### src/rtl/time_pkg.sv
// time_pkg: shared BCD types, helpers and time-field range constants
package time_pkg;
   typedef logic [3:0] bcd_t;
   localparam int HR24_MAX = 23;
   localparam int HR12_MIN = 1;
   localparam int HR12_MAX = 12;
   localparam int MS_MAX   = 59;
   function automatic logic bcd_valid(bcd_t d);
      return d <= 4'd9;
   endfunction
   function automatic int bcd2_to_int(bcd_t tens, bcd_t ones);
      return 10 * int'(tens) + int'(ones);
   endfunction
endpackage

### src/rtl/bcd_digit.sv
// bcd_digit: one BCD digit with up/down step wrapping at top, load and carry/borrow-out
module bcd_digit
   import time_pkg::*;
(
   input  logic clk,
   input  logic reset,
   input  bcd_t rst_val,
   input  logic load,
   input  bcd_t load_val,
   input  logic up,
   input  logic dn,
   input  bcd_t top,
   output bcd_t q,
   output logic co,
   output logic bo
);
   bcd_t q_d, q_q;
   // next digit: reset > load > up > down, stepping wraps between 0 and top
   always_comb begin
      q_d = reset ? rst_val :
            load  ? load_val :
            up    ? (q_q == top ? 4'd0 : q_q + 4'd1) :
            dn    ? (q_q == 4'd0 ? top : q_q - 4'd1) : q_q;
      co  = ~reset & ~load & up & (q_q == top);
      bo  = ~reset & ~load & ~up & dn & (q_q == 4'd0);
   end
   // digit register
   always_ff @(posedge clk) begin
      q_q <= q_d;
   end
   assign q = q_q;
endmodule

### src/rtl/bcd_field_cnt.sv
// bcd_field_cnt: two-digit BCD time field with range, up/down, validated load and carry/borrow
module bcd_field_cnt
   import time_pkg::*;
#(
   parameter int MAX_VAL = 23,
   parameter int MIN_VAL = 0
) (
   input  logic       clk,
   input  logic       reset,
   input  logic       inc,
   input  logic       dec,
   input  logic       load,
   input  logic [7:0] load_val,
   output logic [3:0] q_tens,
   output logic [3:0] q_ones,
   output logic       wrap,
   output logic       borrow,
   output logic       at_max,
   output logic       load_err
);
   localparam bcd_t MAX_T = bcd_t'(MAX_VAL / 10);
   localparam bcd_t MAX_O = bcd_t'(MAX_VAL % 10);
   localparam bcd_t MIN_T = bcd_t'(MIN_VAL / 10);
   localparam bcd_t MIN_O = bcd_t'(MIN_VAL % 10);
   logic at_min, load_ok, up, dn, d_load, load_err_d, load_err_q;
   logic o_co, o_bo, t_co, t_bo, unused_tens;
   bcd_t d_tens, d_ones;
   // field terminal detection; a field-level wrap/borrow reloads both digits with the opposite limit
   always_comb begin
      at_max     = (q_tens == MAX_T) && (q_ones == MAX_O);
      at_min     = (q_tens == MIN_T) && (q_ones == MIN_O);
      load_ok    = bcd_valid(load_val[7:4]) && bcd_valid(load_val[3:0]) &&
                   bcd2_to_int(load_val[7:4], load_val[3:0]) >= MIN_VAL &&
                   bcd2_to_int(load_val[7:4], load_val[3:0]) <= MAX_VAL;
      up         = ~reset & ~load & inc & ~dec;
      dn         = ~reset & ~load & dec & ~inc;
      wrap       = up & at_max;
      borrow     = dn & at_min;
      d_load     = (load & load_ok) | wrap | borrow;
      d_tens     = wrap ? MIN_T : borrow ? MAX_T : load_val[7:4];
      d_ones     = wrap ? MIN_O : borrow ? MAX_O : load_val[3:0];
      load_err_d = ~reset & load & ~load_ok;
   end
   // rejected-load flag, cleared by any cycle without a rejected load
   always_ff @(posedge clk) begin
      load_err_q <= load_err_d;
   end
   assign load_err    = load_err_q;
   assign unused_tens = t_co ^ t_bo;
   bcd_digit u_ones (
      .clk(clk), .reset(reset), .rst_val(MIN_O), .load(d_load), .load_val(d_ones),
      .up(up & ~at_max), .dn(dn & ~at_min), .top(4'd9), .q(q_ones), .co(o_co), .bo(o_bo)
   );
   bcd_digit u_tens (
      .clk(clk), .reset(reset), .rst_val(MIN_T), .load(d_load), .load_val(d_tens),
      .up(o_co), .dn(o_bo), .top(4'd9), .q(q_tens), .co(t_co), .bo(t_bo)
   );
endmodule

### config.mk
export PLATFORM = sky130hd
export DESIGN_NAME = bcd_field_cnt
export DESIGN_NICKNAME = d
export VERILOG_FILES = /design/src/rtl/time_pkg.sv /design/src/rtl/bcd_digit.sv /design/src/rtl/bcd_field_cnt.sv
export SDC_FILE = /design/constraint.sdc
export NUM_CORES = 1
export LEC_CHECK = 0
export CAP_MARGIN = 20
export CORE_MARGIN = 5
export CORE_UTILIZATION = 40
export DETAILED_ROUTE_END_ITERATION = 8
export PLACE_DENSITY_LB_ADDON = 0.25
export RECOVER_POWER = 100
export SYNTH_ARGS = -nofsm -noshare
export SYNTH_HDL_FRONTEND = slang
export SYNTH_HIERARCHICAL = 1
export SYNTH_SLANG_ARGS = --single-unit
### constraint.sdc
create_clock -name clk -period 3.8 [get_ports clk]
set_clock_uncertainty 0.15 [all_clocks]
set_input_delay 0.76 -clock clk [delete_from_list [all_inputs] [get_ports clk]]
set_output_delay 0.76 -clock clk [all_outputs]
set_load 0.02 [all_outputs]
# Word-level counts from Yosys, hierarchy flattened
# Index checks and enable logic that the tools add are counted.
[word_totals]
reg_bits = 9
input_bits = 13
output_inout_bits = 12
elab_cells = 69
[op_classes]
add_sub_neg = 5
multipliers = 1
magnitude_cmp = 4
n_eq_ne = 4
mux = 14
bitwise = 29
reduce_logical = 9
[ops]
columns = ["cell", "count"]
rows = [
  ["4-bit two-way mux", 14],
  ["32-bit by 1-bit >= comparator with 1-bit output, second input constant", 1],
  ["1-bit AND", 18],
  ["8-bit by 4-bit adder with 9-bit output", 1],
  ["9-bit by 5-bit <= comparator with 1-bit output, second input constant", 1],
  ["1-bit NOT", 9],
  ["4-bit by 1-bit adder with 4-bit output, second input constant", 2],
  ["4-bit by 2-bit == test with 1-bit output, second input constant", 2],
  ["4-bit == test, second input constant", 2],
  ["4-bit <= comparator, second input constant", 2],
  ["4-bit zero test", 2],
  ["4-bit by 1-bit subtractor with 4-bit output, second input constant", 2],
  ["3-bit by 4-bit multiplier with 7-bit output, first input constant", 1],
  ["3-bit nonzero test", 2],
  ["1-bit logical AND", 5],
  ["1-bit OR", 2],
]

# Depth between registers and ports, before layout
[depth]
ltp_word = 16
mapped_depth = 13
mapped_depth_nobuf = 13

# Cells and area by module
# Netlist, hierarchy kept.
[modules_own_cells]
columns = ["mod", "instances", "cells_each", "area_per_inst_um2", "seq_area_each_um2"]
rows = [
  ["bcd_digit", 2, 55, 456.7, 120.1],
  ["bcd_field_cnt", 1, 57, 450.4, 20.0],
]

# Least setup slack after synthesis
# Ideal clock, no wire load.
[synth_path]
path_type = "input port to flip-flop"
startpoint = "in load_val[5]"
endpoint = "reg u_tens.q_q[0], in the netlist u_tens/q[0], enable pin"
setup_ps = 274
arrival_time_ps = 3660
required_time_ps = 3376
setup_slack_ps = -284
cell_stages = 11
path_buffers = 0
path_cell_list = "ha_1 ha_1 fa_1 or4_1 o21ai_0 o221ai_1 o21ai_0 nor2_1 and3_1 nor3_1 nand2b_1"
[synth_via]
word_cells_on_any_way = 19
classes_between = "add/sub (1); mul (1); order compare (3); bitwise (10); reduce/logical (4)"
[synth_rtl]
columns = ["element", "line_no", "source"]
rows = [
  ["from (decl)", "bcd_field_cnt.sv:13", "input logic [7:0] load_val,"],
  ["3-bit by 4-bit multiplier with 7-bit output", "time_pkg.sv:12", "return 10 * int'(tens) + int'(ones);"],
  ["8-bit by 4-bit adder with 9-bit output", "time_pkg.sv:12", ""],
  ["32-bit by 1-bit >= comparator with 1-bit output", "bcd_field_cnt.sv:33", "bcd2_to_int(load_val[7:4], load_val[3:0]) >= MIN_VAL &&"],
  ["1-bit logical AND", "bcd_field_cnt.sv:32", "load_ok = bcd_valid(load_val[7:4]) && bcd_valid(load_val[3:0]) &&"],
  ["1-bit logical AND (*)", "bcd_field_cnt.sv:33", ""],
  ["1-bit AND (*)", "bcd_field_cnt.sv:39", "d_load = (load & load_ok) | wrap | borrow;"],
  ["1-bit OR (*) (2 in series)", "bcd_field_cnt.sv:39", ""],
  ["via d_load", "bcd_field_cnt.sv:25", "logic at_min, load_ok, up, dn, d_load, load_err_d, load_err_q;"],
  ["1-bit NOT (*)", "-", ""],
  ["1-bit AND (*)", "-", ""],
  ["1-bit AND (*) (2 in series)", "bcd_digit.sv:24", "co = ~reset & ~load & up & (q_q == top);"],
  ["via o_co", "bcd_field_cnt.sv:26", "logic o_co, o_bo, t_co, t_bo, unused_tens;"],
  ["3-bit nonzero test (no line) (*)", "-", ""],
  ["to (signal assigned)", "bcd_digit.sv:29", "q_q <= q_d;"],
  ["to (decl)", "bcd_digit.sv:17", "bcd_t q_d, q_q;"],
]
# Mark *: on every way through the listed nets, which the timed path passes. The rest lies on a longest branch.
# A chain may end at the register's enable or synchronous reset.

# Worst setup path after layout
[layout_path]
startpoint = "in load_val[7]"
endpoint = "reg u_tens.q_q[1], in the netlist u_tens/q[1], data pin"
[layout_via]
elab_chain_cells = 14
word_cells_on_any_way = 17
classes_between = "add/sub (1); mul (1); order compare (3); mux (2); bitwise (7); reduce/logical (3)"
[layout_rtl]
columns = ["element", "line_no", "source"]
rows = [
  ["3-bit by 4-bit multiplier with 7-bit output", "time_pkg.sv:12", ""],
  ["8-bit by 4-bit adder with 9-bit output", "time_pkg.sv:12", ""],
  ["32-bit by 1-bit >= comparator with 1-bit output", "bcd_field_cnt.sv:33", ""],
  ["1-bit logical AND", "bcd_field_cnt.sv:32", ""],
  ["1-bit logical AND (*)", "bcd_field_cnt.sv:33", ""],
  ["1-bit AND (*)", "bcd_field_cnt.sv:39", ""],
  ["1-bit OR (*) (2 in series)", "bcd_field_cnt.sv:39", ""],
  ["via d_load", "bcd_field_cnt.sv:25", ""],
  ["1-bit NOT (*)", "-", ""],
  ["1-bit AND (*)", "-", ""],
  ["1-bit AND (*) (2 in series)", "bcd_digit.sv:24", ""],
  ["via o_co", "bcd_field_cnt.sv:26", ""],
  ["4-bit two-way mux (*)", "bcd_digit.sv:22", "up ? (q_q == top ? 4'd0 : q_q + 4'd1) :"],
  ["4-bit two-way mux (*)", "bcd_digit.sv:21", "load ? load_val :"],
]
# Marked as above.

==> flow_metrics.tcl <==
set metrics [dict create \
    clkSinkCount 9 \
    status "completed" \
    fin_cells 274 \
    grt_pass1_vias 1334 \
    syn_area_um2 1340 \
    power_density_nw_per_um2 240 \
    area_delta_synth_final_pct 40.1 \
    num_rows 21 \
    ctsHoldBuffers 0 \
    p_leak_nw 0.850 \
    crit_type "input pin to flip-flop" \
    io_pins 25 \
    arrival_ps 3660 \
    port_buffers 24 \
    fin_ws_ps 91.1 \
    clk_latency_ps 260 \
    dp_hpwl_um 2740 \
    route.detailed.drc 0 \
    drtAntennaViolNets 0 \
    via_per_inst 4.92 \
    setup_viol 0 \
    layout_commonest_cell "conb_1" \
    grt_max_degree 14 \
    startpoint_type "input pin" \
    min_period_over_period_pct 97.6 \
    worstSetupEndpointType "flip-flop" \
    cts_tree "done" \
    die_h_um 67.9 \
    placed_cells 267 \
    clk_path_buf_depth 2 \
    antenna_found_initial 0 \
    place_area_um2 1810 \
    dieArea_um2 4610 \
    ir_drop_mv 0.0904 \
    max_freq_mhz 270 \
    final_util_pct 57.2 \
    grt_pass1_wl_um 6150 \
    overflow 0 \
    final_cell_mix "conb_1, buf_4, inv_1, nand2_1, dlygate4sd3_1" \
    dpl_worst_slack_ps -419 \
    grt_setup_unrepaired "false" \
    layout_min_cycle_time_ps 3710 \
    dr.pass1.iters 4 \
    timing.hold.ws_ps 760 \
    nNetsFinal 255 \
    antenna_cells 0 \
    drt_iter0_drc 83 \
    slew_viol_final 0 \
    hp-class "flip-flop to flip-flop" \
    final_cell_area_um2 1880 \
    cts_buffers 3 \
    cts-root-buf "clkbuf_4" \
    yosysWarnings 6 \
    p_total_uw 450 \
    path_max_fanout 3 \
    via_count 1347 \
    cts.clk_slew.worst_paths_ps 70 \
    grt_use_total_pct 16.8 \
    core_um2 3280 \
    crit_required_ps 3750 \
    gp_congestion 0.821 \
    hold_viol 0 \
    fill_cells 306 \
    wire_per_inst_um 13.0 \
    syn_inst 164 \
    die_w_um 67.9 \
    initial_core_util_pct 40.8 \
    finalSetupTns_ps 0 \
    cap_violations 0 \
    wirelength_um 3550 \
    drive_gt1_share_pct 18.0 \
    syn_avg_cell_area_um2 8.18 \
    cts.htree.levels 1 \
]
==> flip-flops by register name, summed over array words and instances, names as in the netlist <==
name,cells
load_err,1
u_tens/q,4
u_ones/q,4
==> report_power, final <==
group          switching [mW]  internal (mW)
clock network          0.0392         0.0406
registers              0.0296          0.125
logic                   0.107          0.109
total                   0.176          0.274
==> worst max-delay path, stage by stage <==
cell and delay (ps):
dlygate4sd2_1 250, ha_1 300, ha_2 190, fa_2 440, or4_1 470, o21ai_1 120
o221ai_2 140, o21ai_2 190, nor2_2 60, and3_4 180, buf_4 140, a211o_1 240
a31oi_1 200
==> final timing paths <==
path / start / depth (start not counted) / end / slack (ps)
max: load_val[7] / 13 / u_tens/q[1] / 90
min: u_ones/q[3] / 2 / u_ones/q[3] / 760
max reg2reg: u_tens/q[3] / 9 / u_tens/q[1] / 1060
min reg2reg: u_ones/q[3] / 2 / u_ones/q[3] / 760
==> metal layers <==
| metal | vias up | routed length, um | global-route usage, % |
|---|---|---|---|
| met5 | - | 0 | 0 |
| met4 | 0 | 23 | 2.23 |
| met3 | 4 | 181 | 2.30 |
| met2 | 38 | 1620 | 28.1 |
| met1 | 604 | 1730 | 23.7 |
| li1 | 701 | - | - |
==> what timing repair did <==
action / 4_1_cts / 5_1_grt
cloned: 0 / 0
pin swaps: 8 / 2
setup endpoints to repair: 8 / 14
resized for setup: 11 / 3
hold endpoints to repair: 0 / 0
buffers inserted: 3 / 0
==> cell type report <==
class	instances	area, um^2	area share [%]
multi-input cells	160	1120	59.6
flip-flops and latches	9	260	13.8
inverters	13	48.8	2.60
clock buffers	4	26.3	1.40
well taps	46	57.6	3.06
repair buffers	42	367	19.5
(Power assumes the default switching activity.)
